<file path="config.mk">
export PLATFORM = sky130hd
export DESIGN_NAME = key_sched_ctrl
export DESIGN_NICKNAME = d
export VERILOG_FILES = /design/src/rtl/key_sched_ctrl.sv
export SDC_FILE = /design/constraint.sdc
export NUM_CORES = 1
export LEC_CHECK = 0
export CELL_PAD_IN_SITES_DETAIL_PLACEMENT = 0
export CELL_PAD_IN_SITES_GLOBAL_PLACEMENT = 2
export CORE_MARGIN = 1
export CORE_UTILIZATION = 10
export CTS_CLUSTER_DIAMETER = 200
export CTS_CLUSTER_SIZE = 10
export DETAILED_ROUTE_END_ITERATION = 6
export GPL_TIMING_DRIVEN = 0
export PLACE_DENSITY_LB_ADDON = 0.1
export SLEW_MARGIN = 20
export SYNTH_ARGS = -nofsm -noshare
export SYNTH_HDL_FRONTEND = slang
export SYNTH_SLANG_ARGS = --single-unit
</file>
<file path="constraint.sdc">
create_clock -name Clk -period 3.7 [get_ports Clk]
set_input_delay 0.37 -clock Clk [delete_from_list [all_inputs] [get_ports Clk]]
set_output_delay 0.37 -clock Clk [all_outputs]
set_load 0.02 [all_outputs]
</file>
<file path="src/rtl/key_sched_ctrl.sv">
// -----------------------------------------------------------------------------
// key_sched_ctrl
//
// Sequencing controller for the 128-bit-key DES round-key generator. It
// steers the PC-1/feedback mux and the shift-1/shift-2 mux of the C/D
// half-key register and gates the register clock enable. Each round key is
// offered to the Feistel datapath with a valid/ready handshake, so the
// datapath can stall the key schedule.
//
// Optional feature: KEY_SCHED_LATCH_EN
//   defined   : Key_hold is a register captured from Key_in on an accepted
//               Start, so Key_in may change once Start has been taken.
//   undefined : Key_hold passes Key_in straight through, and Key_in only has
//               to be stable in the Start cycle.
//
// Parameters
//   ROUNDS     number of round keys per Start (1..16)
//   SHIFT_MAP  bit r = 1 selects shift-2 for round r, 0 selects shift-1
//
// Ports
//   Clk               clock, rising edge
//   Reset             asynchronous reset, active low
//   Start             one-cycle request for a full key schedule
//   Abort             cancel the running schedule
//   Key_in            user key
//   Key_ready         round datapath accepts the presented round key
//   Key_hold          key driven to PC-1
//   Select_mux_pc     1 = load C/D from PC-1, 0 = feedback from shifters
//   Select_mux_shift  1 = shift-2, 0 = shift-1
//   Reg_en            clock enable of the C/D register (combinational)
//   Key_valid         round key at the PC-2 output is valid
//   Round             index of the presented round key
//   Busy              schedule in progress
//   Done              one-cycle pulse after the last key is accepted
//
// States
//   IDLE | waiting for Start, C/D mux points at PC-1
//   RUN  | presenting round key Round, advancing on each handshake
//   FIN  | last key accepted, Done pulse, then back to IDLE
// -----------------------------------------------------------------------------
module key_sched_ctrl #(
  parameter int unsigned ROUNDS    = 16,
  parameter logic [15:0] SHIFT_MAP = 16'h7EFC
) (
  input  logic         Clk,
  input  logic         Reset,
  input  logic         Start,
  input  logic         Abort,
  input  logic [127:0] Key_in,
  input  logic         Key_ready,
  output logic [127:0] Key_hold,
  output logic         Select_mux_pc,
  output logic         Select_mux_shift,
  output logic         Reg_en,
  output logic         Key_valid,
  output logic [4:0]   Round,
  output logic         Busy,
  output logic         Done
);

  typedef enum logic [1:0] {
    IDLE = 2'd0,
    RUN  = 2'd1,
    FIN  = 2'd2
  } state_e;

  localparam logic [4:0] LAST_ROUND = 5'(ROUNDS - 1);

  state_e     state_q;
  logic [4:0] round_q;
  logic       key_valid_q;
  logic       busy_q;
  logic       done_q;
  logic       sel_pc_q;

  logic start_acc;
  logic handshake;
  logic last_round;

  // Abort outranks both a Start in IDLE and a handshake in RUN.
  assign start_acc  = (state_q == IDLE) && Start && !Abort;
  assign handshake  = (state_q == RUN) && Key_ready && !Abort;
  assign last_round = (round_q == LAST_ROUND);

  always_ff @(posedge Clk or negedge Reset) begin
    if (!Reset) begin
      state_q     <= IDLE;
      round_q     <= '0;
      key_valid_q <= 1'b0;
      busy_q      <= 1'b0;
      done_q      <= 1'b0;
      sel_pc_q    <= 1'b1;
    end else begin
      done_q <= 1'b0;
      unique case (state_q)
        IDLE: begin
          if (start_acc) begin
            state_q     <= RUN;
            round_q     <= '0;
            key_valid_q <= 1'b1;
            busy_q      <= 1'b1;
            sel_pc_q    <= 1'b0;
          end
        end
        RUN: begin
          if (Abort) begin
            state_q     <= IDLE;
            round_q     <= '0;
            key_valid_q <= 1'b0;
            busy_q      <= 1'b0;
            sel_pc_q    <= 1'b1;
          end else if (Key_ready) begin
            if (last_round) begin
              // Round is held through FIN so the last index stays visible.
              state_q     <= FIN;
              key_valid_q <= 1'b0;
              done_q      <= 1'b1;
            end else begin
              round_q <= round_q + 5'd1;
            end
          end
        end
        FIN: begin
          state_q     <= IDLE;
          round_q     <= '0;
          key_valid_q <= 1'b0;
          busy_q      <= 1'b0;
          sel_pc_q    <= 1'b1;
        end
        default: begin
          state_q     <= IDLE;
          round_q     <= '0;
          key_valid_q <= 1'b0;
          busy_q      <= 1'b0;
          sel_pc_q    <= 1'b1;
        end
      endcase
    end
  end

  // The C/D register loads PC-1 on the accepted Start edge and takes the
  // shifted value on every completed handshake. Reset also masks it, since
  // Start can be high while the state register is held in IDLE.
  assign Reg_en = Reset && (start_acc || handshake);

  // Shift select only matters while a key is presented; outside RUN it is
  // parked at shift-1.
  assign Select_mux_shift = key_valid_q && SHIFT_MAP[round_q[3:0]];

  assign Select_mux_pc = sel_pc_q;
  assign Key_valid     = key_valid_q;
  assign Round         = round_q;
  assign Busy          = busy_q;
  assign Done          = done_q;

`ifdef KEY_SCHED_LATCH_EN
  logic [127:0] key_hold_q;
  logic [127:0] key_hold_d;

  assign key_hold_d = start_acc ? Key_in : key_hold_q;

  always_ff @(posedge Clk or negedge Reset) begin
    if (!Reset) begin
      key_hold_q <= '0;
    end else begin
      key_hold_q <= key_hold_d;
    end
  end

  // During the accepted Start cycle the register has not captured yet, so
  // PC-1 is fed from Key_in directly for the load edge.
  assign Key_hold = Reset ? key_hold_d : '0;
`else
  assign Key_hold = Reset ? Key_in : '0;
`endif

endmodule

</file>
== Word-level counts from Yosys, hierarchy flattened ==
Memory sizes are Yosys's and may differ from the RTL's.
Index checks and enable logic that the tools add are counted.
Operators by class
  $add $sub $neg: 1
  $lt $le $gt $ge: 1
  eq/ne operators: 7
  mux-type cells: 26
  reductions and logical operators: 12
Operators with widths (count)
  $mux 128: 1
  $mux 5: 4
  $mux 1: 12
  $pmux 5 s2: 1
  $ne 3x3->1 const B: 3
  $mux 2: 4
  $logic_and 1x1->1: 6
  $pmux 1 s2: 3
  $reduce_and 3->1: 2
  $add 5x1->5 const B: 1
  $eq 5x4->1 const B: 1
  $lt 4x5->1 const B: 1
  $ne 2x2->1 const B: 2
  $pmux 2 s2: 1
  $eq 2x1->1 const B: 1
  $logic_not 2->1: 1
  $reduce_and 2->1: 1
  $logic_not 1->1: 1
  $logic_or 1x1->1: 1
Word-level totals
  register bits after elaboration: 11
  bits in read-only memories: 16
  input bits: 133
  output and inout port bits: 139
  logic and storage cells: 54
  memories: 1
Memory list
  (name not given): depth 16, bits a word 1, rd ports 1, clocked after Yosys merged registers in 0, wr ports 0, RTL line 148  | assign Select_mux_shift = key_valid_q && SHIFT_MAP[round_q[3:0]];

== Logic depth before layout (Yosys ltp) ==
Gate-level depths: netlist of the first run.
  depth after elaboration: 5
  mapped depth: 7
  gate-level depth less buffers: 7

== Least setup slack after synthesis of the first run ==
OpenSTA, ideal clock, no wires.
  path type: register -> register
  from: reg round_q[0], in the netlist Round[0]
  to: reg round_q[3], in the netlist Round[3]
  setup time: 0.124 ns
  data arrival time: 1.822 ns
  required time: 3.576 ns
  slack: 1.755 ns
  cell stages (with the launch flop): 8
  buffers on the path: 0
  clock period less this slack: 1.945 ns
  cell sequence: dfrtp_1 ha_1 and3_1 ha_1 nor2b_1 o22ai_1 and2_4 a211o_1
On the way
  word-level cells in the longest chain between the ends: 5
  elaborated cells on any way between the ends: 8
  those cells by class: 1 x add/sub; 2 x eq/ne; 4 x mux; 1 x reduce/logical
Ends and longest elaborated chain
  start: declaration: RTL line 70  | logic [4:0] round_q;
  start signal: assignment: RTL line 119  | round_q <= round_q + 5'd1;
  $add 5x1->5: RTL line 119
  $mux 5: RTL line 113  | if (last_round) begin
  $mux 5: RTL line 112  | end else if (Key_ready) begin
  $mux 5: RTL line 106  | if (Abort) begin
  $pmux 5 s2: RTL line 95  | unique case (state_q)
Several ways; a longest one is shown, not always the timed one. The select of a mux whose other input is x is not followed.
A chain may end at the register's enable or synchronous reset.

== Worst setup path after layout of the first run ==
  from: in Reset
  to: out Key_hold[27]
On the way
  word-level cells in the longest chain between the ends: 1
Ends and longest elaborated chain
  start: declaration: RTL line 46  | input logic Reset,
  $mux 128: RTL line 174  | assign Key_hold = Reset ? Key_in : '0;
  end: declaration: RTL line 51  | output logic [127:0] Key_hold,
No other way between the ends.

==> results_dict.tcl, run 1 <==
set metrics [dict create \
    status "finished, final reports clean" \
    syn_area_um2 1440 \
    antenna_cells 0 \
    fin_crit_sh 0.903 \
    coreArea_um2 14000 \
    detail-route-antenna-nets 0 \
    slew_headroom 0.597 \
    io_pins 272 \
    final-hold-violation-count 0 \
    synthCells 204 \
    worst_slew_pin_slew_ns 0.603 \
    num-nets-final 616 \
    mappedNetlistNets 340 \
    initial_utilization 0.103 \
    drt_iter0_drc 26 \
    cts_buffer_depth 2 \
    cts_resized 0 \
    cts_buffers 3 \
    met3_usage 0.0571 \
    worst_slack_ns 0.358 \
    min_period_ns 3.34 \
    setup_viol 0 \
    grt_use_met1 0.117 \
    gp_congestion 0.735 \
    dp_hpwl_um 8390 \
    final_common_cell "clkdlybuf4s50_1" \
    fmax_ghz 0.299 \
    finalPower_w 0.000841 \
    yosysSeqAreaShare 0.192 \
    max_cap_viol_count 0 \
    most-common-layout-cells "clkdlybuf4s50_1 (271), and2_1 (128), clkbuf_1 (15), dfrtp_1 (10), nor2_1 (6)" \
    slowest_delay_ns 0.85 \
    rsz0062_at_grt "no" \
    hold-worst-slack_ns 0.517 \
    grt.busiest_layer "met2" \
    grt_pass1_wl_um 13800 \
    path_class "primary input to output pin" \
    die_h_um 122 \
    htreeDepth 1 \
    slew_violations 0 \
    clkTransAtPathRegs_ns 0.04 \
    wl_um 9560 \
    grt_use_total 0.124 \
    cts_sinks 11 \
    crit_slowest_cell "clkdlybuf4s50_1" \
    drc_errors 0 \
    antenna_found_initial 0 \
    grt_pass1_vias 2423 \
    die_area_um2 14900 \
    drtPass1Iterations 4 \
    row_count 43 \
    crit_chain "clkdlybuf4s50_1 > clkbuf_1 > clkbuf_1 > and2_1 > clkdlybuf4s50_1" \
    vias_per_cell 3.61 \
    fill_cells 1522 \
    vias 2381 \
    syn_to_final_growth_pct 209 \
    worstPathMaxFanout 14 \
    yosysTopAreaCellShare 0.556 \
    ys_seq_elements 11 \
    critPathLaunchType "primary input" \
    grt_max_degree 15 \
    overflow 0 \
    ctsHoldBuffers 0 \
    power_density_nw_per_um2 189 \
    synth_area_leader_cell "and2_1" \
    p_leak_nw 1.69 \
    wl_per_cell_um 14.5 \
    worstPathRequired_ns 3.33 \
    root_buffer "clkbuf_16" \
    dp_slack_ns 0.122 \
    worst_setup_path_end_kind "output pin" \
    portBuffers 271 \
    dieWidth_um 122 \
    insertion_delay_ns 0.24 \
    cts_setup_buffers 0 \
    finalClockSkew_ns 0.000962 \
    fin_util 0.319 \
    synth_cell_type_count 28 \
    ir_drop_mv 0.0985 \
    finalSetupTns_ns 0 \
    hold_class "primary input to asynchronous set/reset pin" \
    yosys-top-cells-area "and2_1 (56%), dfrtp_1 (17%), clkbuf_1 (3.6%), ha_1 (2.6%), dfstp_2 (1.8%)" \
    layout-drive-gt1-share 0.0146 \
    cts_tree "built" \
    avgSynthCellArea_um2 7.06 \
    grt_util_met2 0.240 \
    yosysWarnings 0 \
    cp.arrival_ns 2.97 \
]
==> power breakdown <==
group	internal, W	total (W)	switching (W)
logic	0.000300	0.000508	0.000208
clock network	0.000145	0.000197	0.0000522
registers	0.000129	0.000136	0.00000699
==> critical path: cells and delay by family <==
kind / cells / cell delay [ns]
and+or+nand+nor: 1 / 0.19
buffers and inverters: 4 / 2.40
==> sequential cells by signal, indices dropped and copies added, names as in the netlist <==
| name | flops |
|---|---|
| Round | 5 |
| Select_mux_pc | 1 |
| Done | 1 |
| Key_valid | 1 |
| Busy | 1 |
| state_q | 2 |
==> metal layers <==
| layer | vias to the layer above | part of all wire |
|---|---|---|
| met5 | - | 0 |
| met1 | 1046 | 0.33 |
| met3 | 4 | 0.13 |
| met2 | 150 | 0.52 |
| li1 | 1181 | - |
| met4 | 0 | 0.0084 |
==> metrics by stage <==
step	std cells	area, um^2
after floorplan	204	1440
after global placement	655	4380
after detailed placement	655	4380
after CTS	659	4460
after global routing	659	4460
final	659	4460
==> layout make-up <==
class / count / area [um^2] / share of cell area
multi-input combinational: 173 / 1090 / 0.244
clock buffer: 4 / 78.8 / 0.0177
inverter: 5 / 18.8 / 0.00421
timing repair buffer: 271 / 2710 / 0.609
sequential: 11 / 277 / 0.0620
buffer: 15 / 57.6 / 0.0129
tap: 180 / 225 / 0.0505
==> synthesized netlist by cell type <==
cell / count
and2_1: 128
and3_1: 1
o22ai_1: 1
nand3_1: 4
o31ai_1: 1
nand2b_1: 1
o21ai_0: 1
clkbuf_1: 14
nor2_1: 6
a211o_1: 1
and2_4: 1
o2bb2ai_1: 3
mux2_2: 1
buf_2: 1
a22o_1: 1
nand3b_1: 1
o21ai_1: 2
ha_1: 3
nand2_1: 5
dfrtp_1: 10
a21oi_1: 4
nor2b_1: 3
inv_1: 5
nand4b_1: 1
nor3_1: 2
o21bai_1: 1
dfstp_2: 1
mux2i_1: 1
==> kinds of logic after synthesis <==
logic type                 Yosys count  synth area share
and+or+nand+nor                    153             0.645
adders and majority gates            3            0.0261
buffers and inverters               20            0.0530
DFF                                 11             0.192
muxes                                2            0.0148
AOI/OAI and AO/OA                   15            0.0695
==> final timing paths <==
path	start	end	slack, ns	cells after the start
max	Reset	Key_hold[27]	0.36	5
min reg2reg	Busy	Busy	0.52	2
max in group asynchronous	Reset	Round[3]	2.79	1
min in group Clk	Busy	Busy	0.52	2
min	Reset	Round[1]	0.52	1
max reg2reg	Round[0]	Round[3]	1.67	7
No activity file was read; power rests on OpenSTA's default activity.
==> run 2, diff against run 1 <==
TNS_END_PERCENT = 5   (was unset)
==> results of run 2 <==
Final layout, timing and power as in run 1 (identical DEF).
==> run 3, diff against run 2 <==
CAP_MARGIN = 0   (was unset)
PLACE_DENSITY_LB_ADDON = 0.15   (was 0.1)
==> results_dict.tcl, run 3 (synthesized netlist as in run 1, its figures left out) <==
set metrics [dict create \
    status "finished, final reports clean" \
    cts_tree "built" \
    path_class "primary input to output pin" \
    cts_buffer_depth 2 \
    min_period_ns 3.02 \
    slew_violations 0 \
    drtPass1Iterations 5 \
    cts_buffers 3 \
    ctsHoldBuffers 0 \
    worstPathRequired_ns 3.33 \
    coreArea_um2 14000 \
    grt_pass1_vias 2409 \
    p_leak_nw 1.70 \
    fin_crit_sh 0.816 \
    crit_slowest_cell "clkdlybuf4s50_1" \
    setup_viol 0 \
    cp.arrival_ns 2.65 \
    hold_class "primary input to asynchronous set/reset pin" \
    finalClockSkew_ns 0.000921 \
    grt_use_total 0.123 \
    power_density_nw_per_um2 189 \
    detail-route-antenna-nets 0 \
    grt_pass1_wl_um 13600 \
    portBuffers 271 \
    drc_errors 0 \
    cts_sinks 11 \
    initial_utilization 0.103 \
    drt_iter0_drc 41 \
    dp_hpwl_um 8430 \
    wl_um 9650 \
    overflow 0 \
    num-nets-final 616 \
    htreeDepth 1 \
    wl_per_cell_um 14.6 \
    final-hold-violation-count 0 \
    slew_headroom 0.561 \
    layout-drive-gt1-share 0.0146 \
    ir_drop_mv 0.0932 \
    gp_congestion 0.769 \
    vias 2394 \
    final_common_cell "clkdlybuf4s50_1" \
    hold-worst-slack_ns 0.147 \
    crit_path_frequent_cell "clkbuf_1" \
    die_area_um2 14900 \
    rsz0062_at_grt "no" \
    reg2reg_depth 7 \
    insertion_delay_ns 0.24 \
    finalSetupTns_ns 0 \
    max_cap_viol_count 0 \
    worst_setup_path_end_kind "output pin" \
    crit_chain "dlymetal6s2s_1 > clkbuf_1 > clkbuf_1 > and2_1 > clkdlybuf4s50_1" \
    die_h_um 122 \
    grt_max_degree 15 \
    root_buffer "clkbuf_16" \
    row_count 43 \
    slowest_delay_ns 0.63 \
    worstPathMaxFanout 14 \
    dieWidth_um 122 \
    most-common-layout-cells "clkdlybuf4s50_1 (270), and2_1 (128), clkbuf_1 (15), dfrtp_1 (10), nor2_1 (6)" \
    antenna_found_initial 0 \
    fmax_ghz 0.331 \
    io_pins 272 \
    worst_slew_pin_slew_ns 0.658 \
    antenna_cells 0 \
    clkTransAtPathRegs_ns 0.04 \
    critPathLaunchType "primary input" \
    largest_register_ff_count 5 \
    vias_per_cell 3.63 \
    syn_to_final_growth_pct 210 \
]
[run 3: cell type report]
| type | instances | area [um^2] |
|---|---|---|
| fill | 1505 | 9530 |
| timing repair buffer | 271 | 2720 |
| multi-input combinational | 173 | 1090 |
| sequential | 11 | 277 |
| tap | 180 | 225 |
| clock buffer | 4 | 78.8 |
| buffer | 15 | 57.6 |
| inverter | 5 | 18.8 |
[run 3: worst max-delay path: cells and delay by family]
family,cells,cell delay [ns]
buffers and inverters,4,2.07
AND/OR/NAND/NOR,1,0.21
[run 3: report_power, final]
group          total, W  internal [W]  switching [W]
sequential     0.000137      0.000130     0.00000704
combinational  0.000509      0.000299       0.000209
clock          0.000198      0.000145      0.0000536
total          0.000843      0.000574       0.000270
[run 3: per-stage QoR]
step                instances  setup slack, ns  utilization  instance area [um^2]  total power [W]
finish                    659            0.679        0.319                  4460         0.000843
global route              659            0.296        0.319                  4460         0.000891
CTS                       659           0.0387        0.319                  4460         0.000857
detailed placement        655           0.0405        0.313                  4380         0.000652
global placement          655           0.0592        0.313                  4380         0.000655
floorplan                 204             1.75            -                  1440         0.000329
[run 3: repair_timing]
action	4_1_cts	5_1_grt
endpoints found under the setup margin	0	10
buffers inserted	0	0
hold endpoints to repair	0	0
gates resized for setup	0	1
[run 3: layer usage]
metal  global-route usage  share of wire
met5                    0              0
met4               0.0185         0.0033
met3               0.0431           0.12
met2                0.248           0.55
met1                0.118           0.33
[run 3: final timing paths]
check	start	end	slack, ns
worst max register to register	Round[0]	Round[3]	1.64
worst min-delay path	Reset	Round[4]	0.15
min in group Clk	state_q[1]	Key_valid	0.51
max in group asynchronous	Reset	Busy	3.13
worst max-delay path	Reset	Key_hold[40]	0.68
worst min register to register	state_q[1]	Key_valid	0.51
